### src/rtl/instruction_fetch_unit.sv
// Fetch stage: drives synchronous instruction memory, tracks the in-flight read,
// and presents instructions to decode through a registered output plus a 1-entry skid.
module instruction_fetch_unit #(
  parameter int          INSTRUCTIONWIDTH = 24,
  parameter int          OPCODEWIDTH      = 4,
  parameter int          PCWIDTH          = 8,
  parameter int unsigned RESETPC          = 0
) (
  input  logic                        clk,
  input  logic                        rst_n,
  output logic [PCWIDTH-1:0]          imemAddr,
  output logic                        imemRdEn,
  input  logic [INSTRUCTIONWIDTH-1:0] imemData,
  input  logic                        stallD,
  input  logic                        redirectE,
  input  logic [PCWIDTH-1:0]          redirectTargetE,
  output logic [INSTRUCTIONWIDTH-1:0] instrD,
  output logic [PCWIDTH-1:0]          pcD,
  output logic                        validD,
  output logic                        isBranchD,
  output logic [15:0]                 issuedCount
);

  localparam logic [PCWIDTH-1:0] RESET_ADDR = PCWIDTH'(RESETPC);

  logic [PCWIDTH-1:0]          pcF;
  logic                        respValid;
  logic [PCWIDTH-1:0]          respPc;
  logic                        skidValid;
  logic [INSTRUCTIONWIDTH-1:0] skidInstr;
  logic [PCWIDTH-1:0]          skidPc;
  logic [OPCODEWIDTH-1:0]      opcode;
  logic                        accept;

  assign imemAddr = redirectE ? redirectTargetE : pcF;
  assign imemRdEn = rst_n && (!stallD || redirectE);
  assign accept   = validD && !stallD && !redirectE;

  // Reads are suppressed during stall, so at most one response is ever in flight
  // when the stall begins; that is what keeps a single skid entry sufficient.
  always_ff @(posedge clk or negedge rst_n) begin
    if (!rst_n) begin
      pcF       <= RESET_ADDR;
      respValid <= 1'b0;
      respPc    <= '0;
    end else begin
      respValid <= imemRdEn;
      if (imemRdEn) begin
        respPc <= imemAddr;
        pcF    <= imemAddr + 1'b1;
      end
    end
  end

  always_ff @(posedge clk or negedge rst_n) begin
    if (!rst_n) begin
      validD    <= 1'b0;
      instrD    <= '0;
      pcD       <= '0;
      skidValid <= 1'b0;
      skidInstr <= '0;
      skidPc    <= '0;
    end else if (redirectE) begin
      // The response arriving now belongs to the wrong path; simply ignore it.
      validD    <= 1'b0;
      skidValid <= 1'b0;
    end else if (stallD) begin
      if (respValid) begin
        skidValid <= 1'b1;
        skidInstr <= imemData;
        skidPc    <= respPc;
      end
    end else if (skidValid) begin
      instrD    <= skidInstr;
      pcD       <= skidPc;
      validD    <= 1'b1;
      // Refill the skid in the same edge so a concurrent response keeps its order.
      skidValid <= respValid;
      if (respValid) begin
        skidInstr <= imemData;
        skidPc    <= respPc;
      end
    end else if (respValid) begin
      instrD <= imemData;
      pcD    <= respPc;
      validD <= 1'b1;
    end else begin
      validD <= 1'b0;
    end
  end

  always_ff @(posedge clk or negedge rst_n) begin
    if (!rst_n)
      issuedCount <= '0;
    else if (accept && issuedCount != 16'hFFFF)
      issuedCount <= issuedCount + 16'd1;
  end

  assign opcode    = instrD[INSTRUCTIONWIDTH-1 -: OPCODEWIDTH];
  assign isBranchD = validD && (opcode == OPCODEWIDTH'(11) || opcode == OPCODEWIDTH'(12) ||
                                opcode == OPCODEWIDTH'(13) || opcode == OPCODEWIDTH'(15));

endmodule

### config.mk
export PLATFORM = sky130hd
export DESIGN_NAME = instruction_fetch_unit
export DESIGN_NICKNAME = d
export VERILOG_FILES = /design/src/rtl/instruction_fetch_unit.sv
export SDC_FILE = /design/constraint.sdc
export NUM_CORES = 1
export LEC_CHECK = 0
export BUFFER_PORTS_ARGS = -buffer_cell sky130_fd_sc_hd__buf_2
export CELL_PAD_IN_SITES_DETAIL_PLACEMENT = 1
export CELL_PAD_IN_SITES_GLOBAL_PLACEMENT = 2
export CORE_MARGIN = 2
export CORE_UTILIZATION = 38
export DETAILED_ROUTE_END_ITERATION = 10
export HOLD_SLACK_MARGIN = 0.05
export PLACE_DENSITY = 0.88
export SYNTH_ARGS = -nofsm -noshare
export SYNTH_HDL_FRONTEND = slang
export SYNTH_SLANG_ARGS = --single-unit
export TNS_END_PERCENT = 10
### constraint.sdc
create_clock -name clk -period 3.3 [get_ports clk]
set_input_delay 0.33 -clock clk [delete_from_list [all_inputs] [get_ports clk]]
set_output_delay 0.33 -clock clk [all_outputs]
set_load 0.005 [all_outputs]
Word level (Yosys, flattened, before mapping)

Index checks and enable logic that the tools add are counted.

Word-level logic and storage cells: 55
Register bits: 99
Bits of input ports: 36

Bitwise gates (word level): 2
Eq/ne operators: 7
Add/subtract/negate cells: 2
Muxes and demuxes: 19
Reductions and logical operators: 15

Operators by type and width:

| cell                    | number |
|---|---|
| $mux W24                | 5 |
| $mux W8                 | 6 |
| $add A16 B1 Y16 const B | 1 |
| $eq A4 B4 Y1 const B    | 4 |
| $ne A16 B16 Y1 const B  | 1 |
| $add A8 B1 Y8 const B   | 1 |
| $mux W1                 | 8 |
| $logic_and A1 B1 Y1     | 5 |
| $logic_or A1 B1 Y1      | 4 |
| $reduce_bool A2 Y1      | 2 |
| $ne A3 B1 Y1 const B    | 1 |
| $reduce_and A3 Y1       | 1 |
| $logic_not A1 Y1        | 2 |
| $ne A2 B1 Y1 const B    | 1 |
| $not A1 Y1              | 2 |
| $reduce_and A2 Y1       | 1 |

Logic depth before layout (Yosys ltp)

Gate-level depths: netlist (run 1).

Depth in word-level cells: 5
Gate-level depth with buffers: 8
Depth with buffers taken out: 6

Worst setup path before layout (run 1)

Ideal clock, no wire load.

Path type: flip-flop to flip-flop
From: register issuedCount[0]
To: register issuedCount[12]
Path buffers: 1
Data required time: 3.172 ns
Library setup time: 0.128 ns
Arrival time: 1.841 ns
Path slack: 1.332 ns
Stages on the path, launching flop included: 7
Cell sequence: dfrtp_1 -> ha_1 -> nand4_2 -> or4b_4 -> buf_6 -> nor3_2 -> mux2_1

Longest elaborated chain between the ends: 2
Elaborated cells between the ends (all ways): 3

RTL lines:

| element                                                 | RTL line | RTL |
|---|---|---|
| from (decl)                                             | 21       | `output logic [15:0] issuedCount` |
| from (signal assigned)                                  | 96       | `issuedCount <= issuedCount + 16'd1;` |
| branches (longest 2 deep; another with $add A16 B1 Y16) | --       |  |

Parallel ways; which one is timed is not known.
A chain may end at the register's enable or synchronous reset.

Worst setup path after layout (run 1)

Same ends and word-level chain as after synthesis.

==> reports/metrics.cfg, run 1 <==
[detailed_routing]
ant_nets=0
routed_via_density=5.084
drt-pass1-iter-count=4
wl_um=10270
drt_iter0_markers=100
wire_per_inst_um=16.51
vias=3162
route.detailed.drc=0

[timing]
max_freq_mhz=487.0
setup_tns_ns=0
post-route-worst-setup-slack_ns=1.247
hold_viol_final=0
fin_crit_ns=2.053
worst_hold_slack_ns=0.1438
relSlewSlack_pct=56.40
slew_violations=0
finalCritPeriodShare_pct=62.22
clock_skew_ns=0.006414
finalSetupViolations=0
worst_pin_slew_ns=0.6541
rsz0062_at_grt=no

[clocking]
root_buffer=clkbuf_16
clock_path_buffers=2
clock-sinks=99
clk_pin_slew_ns=0.07
cts.hold.buffers_added=0
cts_buffers=9
h-tree-depth=3
cts_tree=built
cts_resized=0
clock_latency_ns=0.35
cts_setup_buffers=0

[setup_path]
worstSetupPathType=reg -> reg
reg2regPathDepth=5
worstPathArrival_ns=2.27
slowest_delay_ns=0.63
worst-r2r-setup-slack_ns=1.25
cp_top_family=simple AND/OR/NAND/NOR gates
reg2reg_from=issuedCount[0]
crit_end=issuedCount[12]
worst_r2r_endpoint=issuedCount[12]
end_kind=flop
timing.critical_path.buf_inv=0
cp-startpoint=issuedCount[0]
cp_slowest_cell=or4b_4
critPathMaxFanout=6
path_cells=ha_1, nand4_2, or4b_4, nor3_2, mux2_1
worstSetupStartpointType=flop
critPathRequiredTime_ns=3.52
critical_path_depth=5

[global_routing]
overflow=0
grt_pass1_vias=3444
grt_pass1_wl_um=17560
antenna_found_initial=0
grt_max_degree=52
track_usage_pct=17.57

[logic_synthesis]
syn-num-nets=420
synth_top_cell_area_share_pct=56.00
synth_top_area_cell=dfrtp_1
synth_area_per_cell_um2=11.58
seq_area_frac_synth_pct=56.00
synth_area_leaders=dfrtp_1 56%, mux2i_1 8.4%, mux2_2 6.6%, a21oi_1 4.5%, mux2_1 3.3%
netlist_instances=382
ys_seq_elements=99
synth-edff-count=0
ys_types=42
synth_area_mm2=0.004424
synthArstFlopShare_pct=100.0
yosys_most_used_dff=dfrtp_1
ys_warn_count=0

[layout]
design_area_mm2=0.005355
area_delta_synth_final_pct=21.04
nets=512
drive_gt1_share_pct=32.78
final_cells=622
fill_cells=1276
diodes=0

[power]
ir_worst_vdd_uv=267.6
switchingPower_mw=0.9190
intPower_mw=2.387
power_frac_comb_pct=18.5
swShare_pct=27.80
p_clk_share_pct=32.2
power_density_mw_per_mm2=617.3
p_leak_nw=2.469
seq_power_share_pct=49.2

[job]
drv_cap=0

[placement]
place.gp.congestion=0.7819
place.port_buffers=94
dpl.cell_count=606
dp_slack_ns=1.252
place_area_mm2=0.005051
hpwlAfterDp_um=7237

[floorplanning]
io_pins=95
num_rows=39
core_mm2=0.01137
dieArea_mm2=0.01252
start_util_pct=38.91
dieHeight_um=111.9
die_w_um=111.9

[hold_path]
hold_class=in -> async

[outcome]
status=complete, no violations

## layer usage
layer  vias to the layer above  share of wire (%)  global-route usage, %
met1                      1566                 48                  24.31
met4                         0                1.7                  5.185
li1                       1510                  -                      -
met2                        70                 46                  27.43
met5                         -                  0                      0
met3                        16                4.4                  4.518
## how the worst min path moves through the flow
stage                      start           end  slack (ns)  cells after the start
final                      rst_n  skidInstr[6]        0.14                      2
after global routing       rst_n  skidInstr[6]        0.19                      2
after CTS                  rst_n  skidInstr[4]        0.17                      2
after detailed placement  pcF[7]        pcF[7]        0.47                      2
after global placement    pcF[7]        pcF[7]        0.46                      2
after floorplan            rst_n     instrD[0]        0.03                      0
## cell families after synthesis
family	Yosys count	synth area share (%)
buf+inv	29	2.828
compound gates	57	6.901
flops	99	56.00
fa+ha+maj	2	0.5655
mux	76	18.30
simple gates	104	12.44
xor+xnor	15	2.970
## synth_stat cells, types with 2 or more instances
master / number
nor3_1: 5
nand2_1: 27
nand2b_1: 2
dfrtp_1: 99
ha_1: 2
nor3_2: 3
buf_2: 7
mux2_2: 26
o21ai_1: 5
nor3b_2: 2
inv_1: 8
a21oi_1: 40
clkbuf_1: 10
a31oi_1: 2
mux2_1: 13
nand3b_1: 2
buf_1: 2
nand3_1: 6
nor4_4: 2
nor2_1: 39
nor2b_1: 2
xnor2_1: 7
nand4_1: 5
xor2_1: 8
and3_1: 2
o21ai_0: 4
mux2i_1: 37
## final cells by class
| type | instances | area [um2] | share of cell area [%] |
|---|---|---|---|
| well taps | 143 | 178.9 | 3.341 |
| repair buffers | 101 | 525.5 | 9.813 |
| clock buffers | 10 | 239.0 | 4.463 |
| clock inverters | 6 | 65.06 | 1.215 |
| flip-flops and latches | 99 | 2479 | 46.29 |
| inverters | 9 | 33.78 | 0.6308 |
| multi-input cells | 254 | 1834 | 34.25 |
## power groups by stage
stage	clock network, mW	logic [mW]	registers (mW)
floorplan	0	0.351	1.62
detailed placement	0	0.627	1.65
global route	1.14	0.699	1.67
finish	1.07	0.613	1.63
global placement	0	0.602	1.64
CTS	1.09	0.629	1.63
## stage by stage
step | power, mW | utilization (%)
global route | 3.511 | 47.10
floorplan | 1.976 | -
CTS | 3.351 | 47.10
detailed placement | 2.277 | 44.43
finish | 3.306 | 47.10
global placement | 2.237 | 44.43
## registers in the layout, indices dropped and copies added, names as in the netlist
signal and cells:
instrD 24, skidInstr 24, issuedCount 16, pcD 8, pcF 8, respPc 8, skidPc 8, respValid 1
skidValid 1, validD 1
## layout by cell type, fill, tap and decap left out, types with 8 or more instances in the layout
| cell | instances |
|---|---|
| nand2_1 | 27 |
| a21oi_1 | 40 |
| mux2i_1 | 37 |
| mux2_2 | 26 |
| nor2_1 | 38 |
| xor2_1 | 8 |
| dfrtp_1 | 98 |
| mux2_1 | 13 |
| buf_2 | 93 |
| buf_4 | 8 |
| inv_1 | 8 |
| clkbuf_16 | 9 |
Power figures use the tool's default switching activity.
==> inputs of run 2 (changes only) <==
- CORE_UTILIZATION: 38 -> 35
- PLACE_DENSITY: 0.88 -> 0.82
- clock period: 3.3 -> 2.2 ns (I/O delays scaled with it)
==> reports/metrics.cfg, run 2 (synthesis results as in run 1) <==
[global_routing]
grt_max_degree=51
grt_pass1_vias=3311
grt_pass1_wl_um=17060
track_usage_pct=16.40
antenna_found_initial=0
overflow=0

[setup_path]
reg2regPathDepth=5
path_cells=ha_2, nand4_2, or4b_4, nor3_2, mux2_1
critPathRequiredTime_ns=2.42
slowest_delay_ns=0.62
worst_r2r_endpoint=issuedCount[12]
cp_top_family=simple AND/OR/NAND/NOR gates
critPathMaxFanout=6
worstSetupStartpointType=flop
end_kind=flop
worst-r2r-setup-slack_ns=0.13
worstPathArrival_ns=2.28
reg2reg_from=issuedCount[0]
worstSetupPathType=reg -> reg
timing.critical_path.buf_inv=0
cp_slowest_cell=or4b_4

[detailed_routing]
wire_per_inst_um=15.73
routed_via_density=4.794
drt_iter0_markers=97
wl_um=10320
ant_nets=0
topRoutingLayerUsed=met4
wl_met2_um=4978
vias=3145
drt-pass1-iter-count=4
wl_met3_um=398
met1_length_um=4773
route.detailed.drc=0

[timing]
fin_crit_ns=2.066
clock_skew_ns=0.002832
relSlewSlack_pct=56.87
finalCritPeriodShare_pct=93.91
hold_viol_final=0
post-route-worst-setup-slack_ns=0.1341
finalSetupViolations=0
rsz0062_at_grt=no
worst_pin_slew_ns=0.6469
slew_violations=0
max_freq_mhz=484.0
worst_hold_slack_ns=0.02652
setup_tns_ns=0

[placement]
place.gp.congestion=0.8195
hpwlAfterDp_um=7482
dp_slack_ns=0.08397
dpl.cell_count=639
place_area_mm2=0.005117
place.port_buffers=94

[power]
switchingPower_mw=1.346
intPower_mw=3.655
finalPower_mw=5.002
seq_power_share_pct=48.9
p_leak_nw=2.489
power_frac_comb_pct=18.7
p_clk_share_pct=32.4
ir_worst_vdd_uv=381.3
swShare_pct=26.92
power_density_mw_per_mm2=921.1

[clocking]
clk_pin_slew_ns=0.06
clock_latency_ns=0.34
cts_tree=built
h-tree-depth=3
root_buffer=clkbuf_16
clock_path_buffers=2
cts_buffers=9
clock-sinks=99

[layout]
design_area_mm2=0.005430
area_delta_synth_final_pct=22.74
final_cells=656
fill_cells=1378
final_common_cell=dfrtp_1
multi_input_area_mm2=0.001837
regArea_mm2=0.002479
reg_top3=instrD: 24 flops, skidInstr: 24 flops, issuedCount: 16 flops
finish.utilization_pct=43.56
drive_gt1_share_pct=32.92
nets=516
final_cell_mix=98 x dfrtp_1, 93 x buf_2, 40 x a21oi_1

[outcome]
status=complete, no violations

[hold_path]
hold_class=in -> async

[floorplanning]
io_pins=95
num_rows=41
die_w_um=116.4
dieHeight_um=116.4
dieArea_mm2=0.01356
core_mm2=0.01247
start_util_pct=35.49

[job]
drv_cap=0

## run 2: cell types whose count changed in the layout (fill, tap and decap cells not counted)
cell and delta:
clkbuf_1 +3, ha_2 +1, buf_4 +4, clkbuf_8 +2
clkinv_2 -2, clkinvlp_4 -1, ha_1 -1, clkinv_4 -2
diode_2 +1
## run 2: layout make-up
| class | count | share of cell area, % |
|---|---|---|
| clock buffer | 15 | 5.115 |
| tap | 172 | 3.963 |
| multi-input combinational | 254 | 33.82 |
| inverter | 9 | 0.6221 |
| antenna | 1 | 0.04608 |
| sequential | 99 | 45.65 |
| clock inverter | 1 | 0.5530 |
| timing repair buffer | 105 | 10.23 |
## run 2: layer usage
| metal | GRT usage [%] | vias to the layer above |
|---|---|---|
| met2 | 26.28 | 59 |
| met1 | 21.62 | 1551 |
| met4 | 6.667 | 0 |
| li1 | - | 1525 |
| met5 | 0 | - |
| met3 | 3.684 | 10 |
## run 2: timing repair
action / in CTS / in global routing
gates resized for setup: 0 / 1
hold buffers: 0 / 0
endpoints found under the setup margin: 0 / 1
setup buffers: 0 / 0
## run 2: worst max-delay path by stage
stage,cells after the start,endpoint,start,slack [ns]
final,5,issuedCount[12],issuedCount[0],0.13
after global routing,5,issuedCount[12],issuedCount[1],0.04
after CTS,5,issuedCount[12],issuedCount[0],0.07
after detailed placement,5,issuedCount[12],issuedCount[0],0.08
after global placement,5,issuedCount[12],issuedCount[0],0.23
after floorplan,6,issuedCount[12],issuedCount[0],0.23
## run 2: power groups by stage
| stage | registers [mW] | clock network [mW] | logic (mW) |
|---|---|---|---|
| after detailed placement | 2.49 | 0 | 0.954 |
| after global routing | 2.51 | 1.75 | 1.07 |
| after floorplan | 2.44 | 0 | 0.527 |
| after global placement | 2.45 | 0 | 0.917 |
| final | 2.45 | 1.62 | 0.937 |
| after CTS | 2.45 | 1.67 | 0.962 |
==> inputs of run 3 (changes only) <==
- CORE_UTILIZATION: 35 -> 38
- PLACE_DENSITY: 0.82 -> 0.88
- clock period: 2.2 -> 2.4 ns (I/O delays scaled with it)
==> reports/metrics.cfg, run 3 (synthesis results as in run 1) <==
[outcome]
status=complete, no violations

[floorplanning]
num_rows=39
core_mm2=0.01137
dieHeight_um=111.9
dieArea_mm2=0.01252
start_util_pct=38.91
die_w_um=111.9
io_pins=95

[global_routing]
overflow=0
track_usage_pct=18.29
grt_pass1_wl_um=18110
grt_pass1_vias=3561
antenna_found_initial=0
grt_max_degree=100

[detailed_routing]
vias=3149
drt_iter0_markers=93
drt-pass1-iter-count=4
wire_per_inst_um=17.09
ant_nets=0
wl_um=10640
route.detailed.drc=0
routed_via_density=5.055

[clocking]
clk_pin_slew_ns=0.07
root_buffer=clkbuf_16
cts_buffers=9
cts.hold.buffers_added=1
cts_setup_buffers=0
h-tree-depth=3
cts_resized=0
clock_latency_ns=0.35
clock_path_buffers=2
cts_tree=built
clock-sinks=99

[placement]
place.gp.congestion=0.8161
dp_slack_ns=0.3772
dpl.cell_count=606
hpwlAfterDp_um=7144
place.port_buffers=94

[setup_path]
worstPathArrival_ns=2.26
worst-r2r-setup-slack_ns=0.37
worstSetupStartpointType=flop
worstSetupPathType=reg -> reg
critPathMaxFanout=6
critPathRequiredTime_ns=2.63
cp_top_family=simple AND/OR/NAND/NOR gates
cp_slowest_cell=or4b_4
timing.critical_path.buf_inv=0
path_cells=ha_1, nand4_2, or4b_4, nor3_2, mux2_1
end_kind=flop
slowest_delay_ns=0.62

[layout]
fill_cells=1264
area_delta_synth_final_pct=22.68
diodes=0
finish.utilization_pct=47.74
final_cell_mix=98 x dfrtp_1, 93 x buf_2, 40 x a21oi_1
drive_gt1_share_pct=32.71
reg_top3=instrD: 24 flops, skidInstr: 24 flops, issuedCount: 16 flops
final_cells=623
nets=513
regArea_mm2=0.002479
final_common_cell=dfrtp_1
multi_input_area_mm2=0.001834

[power]
p_leak_nw=2.498
ir_worst_vdd_uv=457.4
finalPower_mw=4.768
power_density_mw_per_mm2=878.5

[timing]
hold_viol_final=0
setup_tns_ns=0
worst_pin_slew_ns=0.5417
finalCritPeriodShare_pct=84.59
max_freq_mhz=492.6
clock_skew_ns=0.004484
rsz0062_at_grt=no
finalSetupViolations=0
relSlewSlack_pct=63.89
post-route-worst-setup-slack_ns=0.3699
fin_crit_ns=2.030
slew_violations=0

[job]
drv_cap=0

[hold_path]
hold_class=in -> reg

==> run 3: cell type report <==
type / instances / area share (%)
Clock buffer: 9 / 4.149
Inverter: 9 / 0.6224
Tap cell: 143 / 3.296
Clock inverter: 7 / 2.144
Multi-Input combinational cell: 254 / 33.79
Timing Repair Buffer: 102 / 10.33
Sequential cell: 99 / 45.67
==> run 3: worst paths after layout <==
path	end	startpoint	cells after the start
max	issuedCount[12]	issuedCount[0]	5
min	skidInstr[11]	imemData[11]	2
max reg2reg	issuedCount[12]	issuedCount[0]	5
min reg2reg	skidPc[3]	skidPc[3]	1
max in group asynchronous	skidValid	rst_n	3
min in group asynchronous	skidInstr[3]	rst_n	3
==> run 3: per-layer routing <==
metal,share of wire (%),wire length (um),GRT usage [%],vias up
met4,1.9,201,7.325,0
met5,0,0,0,-
met3,3.9,416,4.137,16
met1,45,4815,22.89,1568
li1,-,-,-,1503
met2,49,5211,30.79,62
==> run 3: metrics by stage <==
| stage | cell area [um2] | hold WS (ns) |
|---|---|---|
| finish | 5428 | 0.1265 |
| global route | 5428 | 0.1180 |
| CTS | 5428 | 0.1056 |
| detailed placement | 5076 | 0.3902 |
| global placement | 5076 | 0.3901 |
| floorplan | 4424 | -0.05559 |
==> run 3: where the power goes <==
group / switching [mW] / internal [mW]
logic: 0.431 / 0.436
registers: 0.228 / 2.02
clock network: 0.639 / 1.02
